[src/rtl/sdram_slot_arbiter.sv]
// Two-requester slot arbiter in front of the SDRAM controller port.
// Generates slot clock-enable and request pulse; B has priority with a starvation limit for A.
module sdram_slot_arbiter #(
  parameter int unsigned SLOT_CYCLES = 8,
  parameter int unsigned RD_SLOTS    = 1,
  parameter int unsigned B_BURST     = 3
) (
  input  logic        clk_cpu,
  input  logic        reset,
  input  logic        a_req,
  input  logic        a_we,
  input  logic [23:0] a_addr,
  input  logic [15:0] a_din,
  input  logic [1:0]  a_ds,
  output logic        a_ack,
  output logic [15:0] a_dout,
  input  logic        b_req,
  input  logic        b_we,
  input  logic [23:0] b_addr,
  input  logic [15:0] b_din,
  input  logic [1:0]  b_ds,
  output logic        b_ack,
  output logic [15:0] b_dout,
  output logic        sd_clk_en,
  output logic        sd_req,
  output logic        sd_we,
  output logic [23:0] sd_addr,
  output logic [15:0] sd_din,
  output logic [1:0]  sd_ds,
  input  logic [15:0] sd_dout
);

  localparam int unsigned CW   = $clog2(SLOT_CYCLES);
  localparam int unsigned HALF = SLOT_CYCLES / 2;
  localparam int unsigned SW   = $clog2(B_BURST + 2);
  localparam int unsigned LW   = 2;
  localparam int unsigned AW   = 24;
  localparam int unsigned DW   = 16;
  localparam int unsigned BW   = 2;

  typedef enum logic [1:0] {
    ST_IDLE = 2'd0,
    ST_WR   = 2'd1,
    ST_RD   = 2'd2
  } state_t;

  state_t          state_q, state_d;
  logic [CW-1:0]   cnt_q, cnt_d;
  logic [SW-1:0]   streak_q, streak_d;
  logic [LW-1:0]   left_q, left_d;
  logic            txn_b_q, txn_b_d;
  logic            sd_req_q, sd_req_d;
  logic            sd_we_q, sd_we_d;
  logic [AW-1:0]   sd_addr_q, sd_addr_d;
  logic [DW-1:0]   sd_din_q, sd_din_d;
  logic [BW-1:0]   sd_ds_q, sd_ds_d;
  logic            a_ack_q, a_ack_d;
  logic [DW-1:0]   a_dout_q, a_dout_d;
  logic            b_ack_q, b_ack_d;
  logic [DW-1:0]   b_dout_q, b_dout_d;

  logic            arb_pt, cmpl_pt, wrap_pt;
  logic            grant_a, grant_b, sel_we;

  // Slot phase markers; arbitration is suppressed while a read is outstanding
  always_comb begin
    arb_pt  = (cnt_q == CW'(HALF - 1)) && (state_q == ST_IDLE);
    cmpl_pt = (cnt_q == CW'(SLOT_CYCLES - 2)) && (state_q != ST_IDLE) && (left_q == '0);
    wrap_pt = (cnt_q == CW'(SLOT_CYCLES - 1));
  end

  // Fixed priority to B, except A wins once B has used up its burst allowance
  always_comb begin
    grant_a = 1'b0;
    grant_b = 1'b0;
    if (arb_pt) begin
      if (a_req && (!b_req || (streak_q == SW'(B_BURST)))) begin
        grant_a = 1'b1;
      end else if (b_req) begin
        grant_b = 1'b1;
      end
    end
    sel_we = grant_b ? b_we : a_we;
  end

  always_comb begin
    state_d   = state_q;
    cnt_d     = cnt_q + CW'(1);
    streak_d  = streak_q;
    left_d    = left_q;
    txn_b_d   = txn_b_q;
    sd_req_d  = 1'b0;
    sd_we_d   = sd_we_q;
    sd_addr_d = sd_addr_q;
    sd_din_d  = sd_din_q;
    sd_ds_d   = sd_ds_q;
    a_ack_d   = 1'b0;
    a_dout_d  = a_dout_q;
    b_ack_d   = 1'b0;
    b_dout_d  = b_dout_q;

    if (arb_pt) begin
      if (!a_req || grant_a) begin
        streak_d = '0;
      end else if (grant_b) begin
        streak_d = streak_q + SW'(1);
      end
    end

    if (grant_a || grant_b) begin
      state_d   = sel_we ? ST_WR : ST_RD;
      left_d    = sel_we ? LW'(0) : LW'(RD_SLOTS);
      txn_b_d   = grant_b;
      sd_req_d  = 1'b1;
      sd_we_d   = sel_we;
      sd_addr_d = grant_b ? b_addr : a_addr;
      sd_din_d  = grant_b ? b_din  : a_din;
      sd_ds_d   = grant_b ? b_ds   : a_ds;
    end

    // Slot boundary: writes are done, reads move one slot closer to completion
    if (wrap_pt) begin
      sd_we_d = 1'b0;
      if ((state_q == ST_RD) && (left_q != '0)) begin
        left_d = left_q - LW'(1);
      end
    end

    if (cmpl_pt) begin
      state_d = ST_IDLE;
      if (txn_b_q) begin
        b_ack_d = 1'b1;
        if (state_q == ST_RD) b_dout_d = sd_dout;
      end else begin
        a_ack_d = 1'b1;
        if (state_q == ST_RD) a_dout_d = sd_dout;
      end
    end
  end

  always_ff @(posedge clk_cpu) begin
    if (reset) begin
      state_q   <= ST_IDLE;
      cnt_q     <= '0;
      streak_q  <= '0;
      left_q    <= '0;
      txn_b_q   <= 1'b0;
      sd_req_q  <= 1'b0;
      sd_we_q   <= 1'b0;
      sd_addr_q <= '0;
      sd_din_q  <= '0;
      sd_ds_q   <= '0;
      a_ack_q   <= 1'b0;
      a_dout_q  <= '0;
      b_ack_q   <= 1'b0;
      b_dout_q  <= '0;
    end else begin
      state_q   <= state_d;
      cnt_q     <= cnt_d;
      streak_q  <= streak_d;
      left_q    <= left_d;
      txn_b_q   <= txn_b_d;
      sd_req_q  <= sd_req_d;
      sd_we_q   <= sd_we_d;
      sd_addr_q <= sd_addr_d;
      sd_din_q  <= sd_din_d;
      sd_ds_q   <= sd_ds_d;
      a_ack_q   <= a_ack_d;
      a_dout_q  <= a_dout_d;
      b_ack_q   <= b_ack_d;
      b_dout_q  <= b_dout_d;
    end
  end

  assign sd_clk_en = cnt_q[CW-1];
  assign sd_req    = sd_req_q;
  assign sd_we     = sd_we_q;
  assign sd_addr   = sd_addr_q;
  assign sd_din    = sd_din_q;
  assign sd_ds     = sd_ds_q;
  assign a_ack     = a_ack_q;
  assign a_dout    = a_dout_q;
  assign b_ack     = b_ack_q;
  assign b_dout    = b_dout_q;

endmodule

[config.mk]
export PLATFORM = sky130hd
export DESIGN_NAME = sdram_slot_arbiter
export DESIGN_NICKNAME = d
export VERILOG_FILES = /design/src/rtl/sdram_slot_arbiter.sv
export SDC_FILE = /design/constraint.sdc
export NUM_CORES = 1
export LEC_CHECK = 0
export ABC_AREA = 1
export CORE_ASPECT_RATIO = 0.6
export CORE_MARGIN = 4
export CORE_UTILIZATION = 44
export DETAILED_ROUTE_END_ITERATION = 16
export MAX_ROUTING_LAYER = met4
export PLACE_DENSITY = 0.95
export SETUP_SLACK_MARGIN = 0.02
export SLEW_MARGIN = 15
export SYNTH_ARGS = -nofsm -noshare
export SYNTH_HDL_FRONTEND = slang
export SYNTH_SLANG_ARGS = --single-unit
[constraint.sdc]
create_clock -name clk_cpu -period 2.6 [get_ports clk_cpu]
set_input_delay 0.52 -clock clk_cpu [delete_from_list [all_inputs] [get_ports clk_cpu]]
set_output_delay 0.52 -clock clk_cpu [all_outputs]
set_load 0.03 [all_outputs]
==> results of run 1 <==
[area by class of cell]
type                    count  area [sq um]  area share
clock inverters             6          66.3      0.0110
multi-input cells         382          1690       0.282
clock buffers              10           229      0.0381
inverters                  48           180      0.0300
flip-flops and latches     89          1780       0.296
repair buffers            193          1920       0.320
well taps                 112           140      0.0233
[stage by stage]
| stage | setup WS [ns] | utilization |
|---|---|---|
| 4_1_cts | 0.629 | 0.708 |
| 6_report | 0.638 | 0.708 |
| 3_5_place_dp | 0.366 | 0.673 |
| 3_3_place_gp | 0.447 | 0.673 |
| 2_1_floorplan | 1.01 | - |
| 5_1_grt | 0.513 | 0.708 |
[state kept, by name, summed over array words and instances (netlist names)]
name / flops
sd_addr: 24
a_dout: 16
b_dout: 16
sd_din: 16
cnt_q: 3
streak_q: 3
left_q: 2
sd_ds: 2
state_q: 2
a_ack: 1
b_ack: 1
sd_req: 1
sd_we: 1
txn_b_q: 1
[final timing paths]
kind,startpoint,end,slack (ns)
worst max-delay path,cnt_q[2],sd_clk_en,0.64
worst min-delay path,a_dout[14],a_dout[14],0.44
worst max register to register,streak_q[0],sd_din[15],0.64
worst min register to register,a_dout[14],a_dout[14],0.44
[per-layer routing]
layer | track usage | part of all wire | wire length, um | vias up
met2 | 0.360 | 0.48 | 5300 | 159
met4 | 0.0839 | 0.017 | 193 | 0
met5 | - | 0 | 0 | -
met1 | 0.250 | 0.43 | 4740 | 1782
met3 | 0.0638 | 0.081 | 901 | 16
li1 | - | - | - | 2061
[kinds of logic (layout without fill, tap and decap cells)]
family,count (synthesis),count (layout),synth area share
AOI/OAI and AO/OA,75,75,0.0985
adders and majority gates,7,7,0.0228
buffers and inverters,79,257,0.0943
DFF,89,89,0.464
and+or+nand+nor,300,300,0.320
[layout by cell type (no fill, tap or decap), types with 2 or more instances in the layout]
cell	netlist	layout
nand2_4	2	2
dfxtp_1	89	89
nand3_1	48	48
clkinv_2	0	2
o21ai_0	34	34
clkdlybuf4s50_1	0	184
a21oi_1	39	39
nand2_2	2	2
ha_1	7	7
nand2_1	150	150
inv_2	3	4
nor2_1	93	93
nor2_4	2	2
inv_6	0	2
buf_4	1	8
inv_1	45	44
clkbuf_16	0	9
[worst min-delay path, stage by stage, from the launching register on]
cell and delay (ns):
dfxtp_1 0.31, inv_1 0.04, a21oi_1 0.05
[where the power goes]
| group | leakage (nW) | switching (W) | internal (W) |
|---|---|---|---|
| clock | 0.147 | 0.000529 | 0.000750 |
| sequential | 0.720 | 0.0000227 | 0.00140 |
| combinational | 1.50 | 0.000228 | 0.000254 |
| total | 2.37 | 0.000780 | 0.00240 |
==> results_dict.tcl, run 1 <==
set metrics [dict create \
    p_leak_nw 2.37 \
    cp-end-kind "output pin" \
    cts_setup_buffers 0 \
    cts_buffers 9 \
    placed_area_sq_um 5720 \
    ys_top_cells_by_area "dfxtp_1 46%, nand2_1 15%, nor2_1 9.1%" \
    drtPass1Iterations 5 \
    vdd_drop_max_uv 304 \
    root_buffer "clkbuf_16" \
    start_util 0.452 \
    htree_levels 3 \
    clk_latency_ns 0.34 \
    grt_pass1_wl_um 17500 \
    syn_to_final_growth_pct 56.7 \
    worst_path_max_delay_cell "clkdlybuf4s50_1" \
    wl_per_cell_um 13.3 \
    holdWs_ns 0.443 \
    crit_cells 1 \
    rows 26 \
    finalHoldViolCount 0 \
    synth_area_sq_um 3840 \
    overflow 0 \
    crit_buf_inv 1 \
    cts.clk_slew.worst_paths_ns 0.07 \
    ys_types 22 \
    clock_skew_ns 0.0100 \
    tightest_slew_ns 0.494 \
    cp.arrival_ns 1.44 \
    worstPathMaxFanout 4 \
    yosysMostFrequentCell "nand2_1" \
    grt_max_degree 54 \
    slowest_delay_ns 0.70 \
    synth-edff-count 0 \
    syn_nets 663 \
    drive_gt1_frac 0.0481 \
    die_area_sq_um 10300 \
    status "finished, final reports clean" \
    hold_depth 2 \
    final-setup-viol-count 0 \
    fin_setup_tns_ns 0 \
    avgViaCountPerCell 4.78 \
    ctsResizeCount 0 \
    totalWireLength_um 11100 \
    yosys-top-cells-count "150 x nand2_1, 93 x nor2_1, 89 x dfxtp_1, 48 x nand3_1, 45 x inv_1" \
    ys.flop_type "dfxtp_1" \
    netlist.area_leader.share 0.464 \
    rsz0062_at_grt "no" \
    portBuffers 184 \
    die_w_um 129 \
    cp.required_ns 2.08 \
    grt_usage 0.217 \
    synth_seq_cells 89 \
    post-synth-top-area-cell "dfxtp_1" \
    maxSlewHeadroom 0.669 \
    fin_crit_sh 0.755 \
    fin_crit_ns 1.96 \
    cp_top_family "buffers and inverters" \
    ys_warn_count 0 \
    synth_area_per_cell_sq_um 6.97 \
    fin_cells 840 \
    synth_cells 550 \
    clock-sinks 89 \
    cts_hold_buf 0 \
    cts_tree "done" \
    grt_pass1_vias 3772 \
    max_freq_mhz 510 \
    synth-async-reset-ratio 0 \
    path_class "flip-flop to output pin" \
    core-area_sq_um 8490 \
    yosysSeqAreaShare 0.464 \
    die_h_um 80.3 \
    hold_path.class "flip-flop to flip-flop" \
    fill_cells 647 \
    place_congestion 0.928 \
    final_max_slew_viol_count 0 \
    antenna_cells 0 \
    worstRegToRegCells 11 \
    fin_nets 836 \
    antenna_found_initial 0 \
    io_pins 185 \
    drc 0 \
    critPathLaunchType "flip-flop" \
    ant_nets 0 \
    power_density_nw_per_um2 530 \
    drtIter0Drc 199 \
    placed_cells 824 \
    cts.path.max_buffers 2 \
    finalInstanceArea_sq_um 6010 \
    place_hpwl_um 8460 \
    vias 4018 \
    cap_violations 0 \
    p_total_w 0.00319 \
    path_cells "clkdlybuf4s50_1" \
]
Power figures use the tool's default switching activity.
==> run 2, diff against run 1 <==
--- a/config.mk
+++ b/config.mk
@@ -8,10 +8,10 @@
 export ABC_AREA = 1
 export CORE_ASPECT_RATIO = 0.6
 export CORE_MARGIN = 4
-export CORE_UTILIZATION = 44
+export CORE_UTILIZATION = 41
 export DETAILED_ROUTE_END_ITERATION = 16
 export MAX_ROUTING_LAYER = met4
-export PLACE_DENSITY = 0.95
+export PLACE_DENSITY = 0.93
 export SETUP_SLACK_MARGIN = 0.02
 export SLEW_MARGIN = 15
 export SYNTH_ARGS = -nofsm -noshare
==> constraint.sdc (replaced) <==
create_clock -name clk_cpu -period 1.9 [get_ports clk_cpu]
set_input_delay 0.38 -clock clk_cpu [delete_from_list [all_inputs] [get_ports clk_cpu]]
set_output_delay 0.38 -clock clk_cpu [all_outputs]
set_load 0.03 [all_outputs]
==> results_dict.tcl, run 2 (same netlist as run 1, synthesis figures left out) <==
set metrics [dict create \
    ant_nets 0 \
    wl_per_cell_um 13.6 \
    tightest_slew_ns 0.373 \
    p_leak_nw 2.42 \
    rows 27 \
    status "finished, final reports clean" \
    grt_pass1_wl_um 19400 \
    worstPathMaxFanout 4 \
    place_congestion 0.820 \
    cts_setup_buffers 0 \
    io_pins 185 \
    hp-start "b_dout[4]" \
    finalInstanceArea_sq_um 6130 \
    worstRegToRegCells 10 \
    final_cell_mix "184 x clkdlybuf4s50_1, 149 x nand2_1, 93 x nor2_1" \
    clock_skew_ns 0.00670 \
    antenna_found_initial 0 \
    avgViaCountPerCell 4.79 \
    drtPass1Iterations 4 \
    cts.path.max_buffers 2 \
    cts_tree "done" \
    slowest_delay_ns 0.70 \
    die_w_um 133 \
    grt_max_degree 79 \
    drc 0 \
    grt_usage 0.216 \
    ctsResizeCount 0 \
    power_density_nw_per_um2 701 \
    maxSlewHeadroom 0.750 \
    worst_path_max_delay_cell "clkdlybuf4s50_1" \
    cts_hold_buf 0 \
    fin_crit_ns 1.82 \
    reg2reg_from "cnt_q[0]" \
    fin_nets 844 \
    cap_violations 0 \
    antenna_cells 0 \
    critPathLaunchType "flip-flop" \
    cp-end-kind "output pin" \
    htree_levels 3 \
    regToRegSetupSlack_ns 0.15 \
    cp.required_ns 1.52 \
    overflow 0 \
    grt_pass1_vias 4089 \
    hold_path.class "flip-flop to flip-flop" \
    crit_cells 1 \
    root_buffer "clkbuf_16" \
    cts.clk_slew.worst_paths_ns 0.06 \
    totalWireLength_um 11800 \
    cp.arrival_ns 1.44 \
    syn_to_final_growth_pct 59.7 \
    cts_buffers 9 \
    die_area_sq_um 11000 \
    vdd_drop_max_uv 454 \
    start_util 0.419 \
    largest_reg_flops 24 \
    crit_start "cnt_q[2]" \
    rsz0062_at_grt "yes" \
    hold_depth 2 \
    drtIter0Drc 189 \
    core-area_sq_um 9160 \
    max_freq_mhz 549 \
    final_common_cell "clkdlybuf4s50_1" \
    fill_cells 720 \
    vias 4146 \
    crit_buf_inv 1 \
    finalHoldViolCount 0 \
    fin_crit_sh 0.959 \
    path_class "flip-flop to output pin" \
    portBuffers 184 \
    min_to "b_dout[4]" \
    die_h_um 82.9 \
    final-setup-viol-count 0 \
    final_max_slew_viol_count 0 \
    place_hpwl_um 8940 \
    fin_setup_tns_ns 0 \
    holdWs_ns 0.443 \
    cp_top_family "buffers and inverters" \
    path_cells "clkdlybuf4s50_1" \
    clock-sinks 89 \
    placed_area_sq_um 5840 \
    drive_gt1_frac 0.0598 \
    clk_latency_ns 0.33 \
    r2r_end "sd_din[2]" \
]
## run 2: metal layers
metal  share of wire  up-vias  wire length [um]  track usage
li1                -     2080                 -            -
met1            0.42     1880              4930        0.252
met2            0.49      168              5750        0.372
met3           0.075       18               885       0.0563
met4           0.016        0               190       0.0575
met5               0        -                 0            -
## run 2: report_power, final
part | total (W) | internal (W) | leakage [nW] | switching (W)
Combinational | 0.000680 | 0.000361 | 1.56 | 0.000319
Sequential | 0.00195 | 0.00192 | 0.720 | 0.0000302
Clock | 0.00167 | 0.000958 | 0.143 | 0.000707
Total | 0.00429 | 0.00324 | 2.42 | 0.00106
## run 2: layout make-up
type	count	area, sq um	area share
Timing Repair Buffer	201	2020	0.330
Tap cell	130	163	0.0265
Multi-Input combinational cell	382	1700	0.277
Clock inverter	4	27.5	0.00449
Clock buffer	12	256	0.0419
Inverter	48	180	0.0294
Sequential cell	89	1780	0.291
## run 2: worst min-delay path, cell delays in order (launching register included)
cell	delay, ns
dfxtp_1	0.31
inv_1	0.05
a21oi_1	0.05
## run 2: worst max-delay path by stage
stage,slack [ns],to
finish,0.08,sd_clk_en
global route,0.009,sd_din[8]
CTS,0.07,sd_clk_en
detailed placement,0.003,sd_din[2]
global placement,0.06,sd_addr[11]
floorplan,0.31,sd_addr[10]
## run 2: stage by stage
step            util  total power, W  cells  worst slack, ns
6_report       0.669         0.00429    866           0.0782
4_1_cts        0.669         0.00434    866           0.0725
2_1_floorplan      -         0.00229    550            0.312
3_3_place_gp   0.638         0.00265    850           0.0580
5_1_grt        0.669         0.00450    866          0.00932
3_5_place_dp   0.638         0.00267    850          0.00266
==> run 3, diff against run 2 <==
--- a/config.mk
+++ b/config.mk
@@ -12,6 +12,7 @@
 export DETAILED_ROUTE_END_ITERATION = 16
 export MAX_ROUTING_LAYER = met4
 export PLACE_DENSITY = 0.93
+export REMOVE_ABC_BUFFERS = 1
 export SETUP_SLACK_MARGIN = 0.02
 export SLEW_MARGIN = 15
 export SYNTH_ARGS = -nofsm -noshare
==> results_dict.tcl, run 3 (same netlist as run 1, synthesis figures left out) <==
set metrics [dict create \
    status "finished, final reports clean" \
    syn_to_final_growth_pct 60.9 \
    fin_crit_ns 1.77 \
    cts_buffers 9 \
    path_cells "clkdlybuf4s50_1" \
    grt_usage 0.209 \
    maxSlewHeadroom 0.732 \
    final-setup-viol-count 0 \
    hold_path.class "flip-flop to flip-flop" \
    hp-start "b_dout[0]" \
    critPathLaunchType "flip-flop" \
    p_total_w 0.00459 \
    clock-sinks 89 \
    max_freq_mhz 564 \
    ant_nets 0 \
    final_max_slew_viol_count 0 \
    rows 27 \
    grt_pass1_wl_um 18600 \
    grt_pass1_vias 3988 \
    cp.required_ns 1.52 \
    htree_levels 3 \
    p_leak_nw 2.43 \
    drtIter0Drc 192 \
    min_to "b_dout[0]" \
    root_buffer "clkbuf_16" \
    die_w_um 133 \
    fin_ws_ns 0.125 \
    portBuffers 184 \
    final_common_cell "clkdlybuf4s50_1" \
    cts_tree "done" \
    vias 4044 \
    grt_max_degree 57 \
    cts.path.max_buffers 2 \
    die_area_sq_um 11000 \
    io_pins 185 \
    worst_path_max_delay_cell "clkdlybuf4s50_1" \
    overflow 0 \
    multi_input_area_sq_um 1700 \
    place_hpwl_um 8660 \
    fin_nets 840 \
    cp_top_family "buffers and inverters" \
    cap_violations 0 \
    final_cell_mix "184 x clkdlybuf4s50_1, 149 x nand2_1, 93 x nor2_1" \
    avgViaCountPerCell 4.69 \
    clk_latency_ns 0.32 \
    hold_depth 2 \
    holdWs_ns 0.441 \
    drive_gt1_frac 0.0533 \
    cp-end-kind "output pin" \
    rsz0062_at_grt "no" \
    drtPass1Iterations 5 \
    path_class "flip-flop to output pin" \
    slowest_delay_ns 0.72 \
    largest_reg_flops 24 \
    fin_util 0.674 \
    core-area_sq_um 9160 \
    totalWireLength_um 11400 \
    cts_setup_buffers 0 \
    cts.clk_slew.worst_paths_ns 0.06 \
    drc 0 \
    die_h_um 82.9 \
    r2r_end "sd_addr[7]" \
    regToRegSetupSlack_ns 0.13 \
    antenna_found_initial 0 \
    tightest_slew_ns 0.400 \
    worstRegToRegCells 10 \
    fin_crit_sh 0.934 \
    cp.arrival_ns 1.39 \
    fill_cells 698 \
    antenna_cells 0 \
    power_density_nw_per_um2 744 \
    place_congestion 0.834 \
    ff_latch_area_sq_um 1780 \
    start_util 0.419 \
    finalHoldViolCount 0 \
    wl_per_cell_um 13.2 \
    pre_cts_ws_ns -0.0231 \
    vdd_drop_max_uv 399 \
    clock_skew_ns 0.00842 \
    worstPathMaxFanout 2 \
    crit_buf_inv 1 \
    reg2reg_from "streak_q[0]" \
]
[run 3: cell count changes in the layout (fill, tap and decap cells not counted), sizes merged]
cell    before  now
bufinv       0    3
clkinv       4    2
clkbuf      12   11
buf         17   13
[run 3: cell type report]
type	count	area share
repair buffers	197	0.326
well taps	130	0.0264
clock buffers	11	0.0377
multi-input cells	382	0.275
flip-flops and latches	89	0.289
inverters	48	0.0292
clock inverters	5	0.0168
[run 3: worst max path at each step]
stage	start	to	slack [ns]	cells after the start
finish	sd_din[1]	sd_din[1]	0.13	1
global route	cnt_q[0]	sd_ds[1]	0.02	10
CTS	sd_din[1]	sd_din[1]	0.10	1
detailed placement	b_req	sd_addr[11]	-0.02	9
global placement	a_req	sd_addr[10]	0.06	9
floorplan	streak_q[0]	sd_addr[0]	-0.09	10
[run 3: report_power, final]
group | internal [W] | leakage [nW] | total, W | switching, W
logic | 0.000361 | 1.54 | 0.000679 | 0.000318
registers | 0.00192 | 0.720 | 0.00195 | 0.0000298
clock network | 0.00129 | 0.164 | 0.00197 | 0.000680
total | 0.00357 | 2.43 | 0.00459 | 0.00103
[run 3: what timing repair did]
action | 4_1_cts | 5_1_grt
endpoints found under the hold margin | 0 | 0
hold buffers | 0 | 0
endpoints found under the setup margin | 0 | 35
gates resized for setup | 0 | 1
[run 3: layer usage]
layer / up-vias / global-route usage / routed length, um
li1: 2072 / - / -
met1: 1785 / 0.258 / 4760
met2: 183 / 0.343 / 5370
met3: 4 / 0.0642 / 1200
met4: 0 / 0.0406 / 53
met5: - / - / 0
[run 3: stage by stage]
| step | cell area [sq um] | TNS, ns | instances |
|---|---|---|---|
| floorplan | 3650 | -3.75 | 519 |
| global placement | 5830 | 0 | 846 |
| detailed placement | 5830 | -0.120 | 846 |
| CTS | 6170 | 0 | 862 |
| global route | 6170 | 0 | 862 |
| finish | 6170 | 0 | 862 |
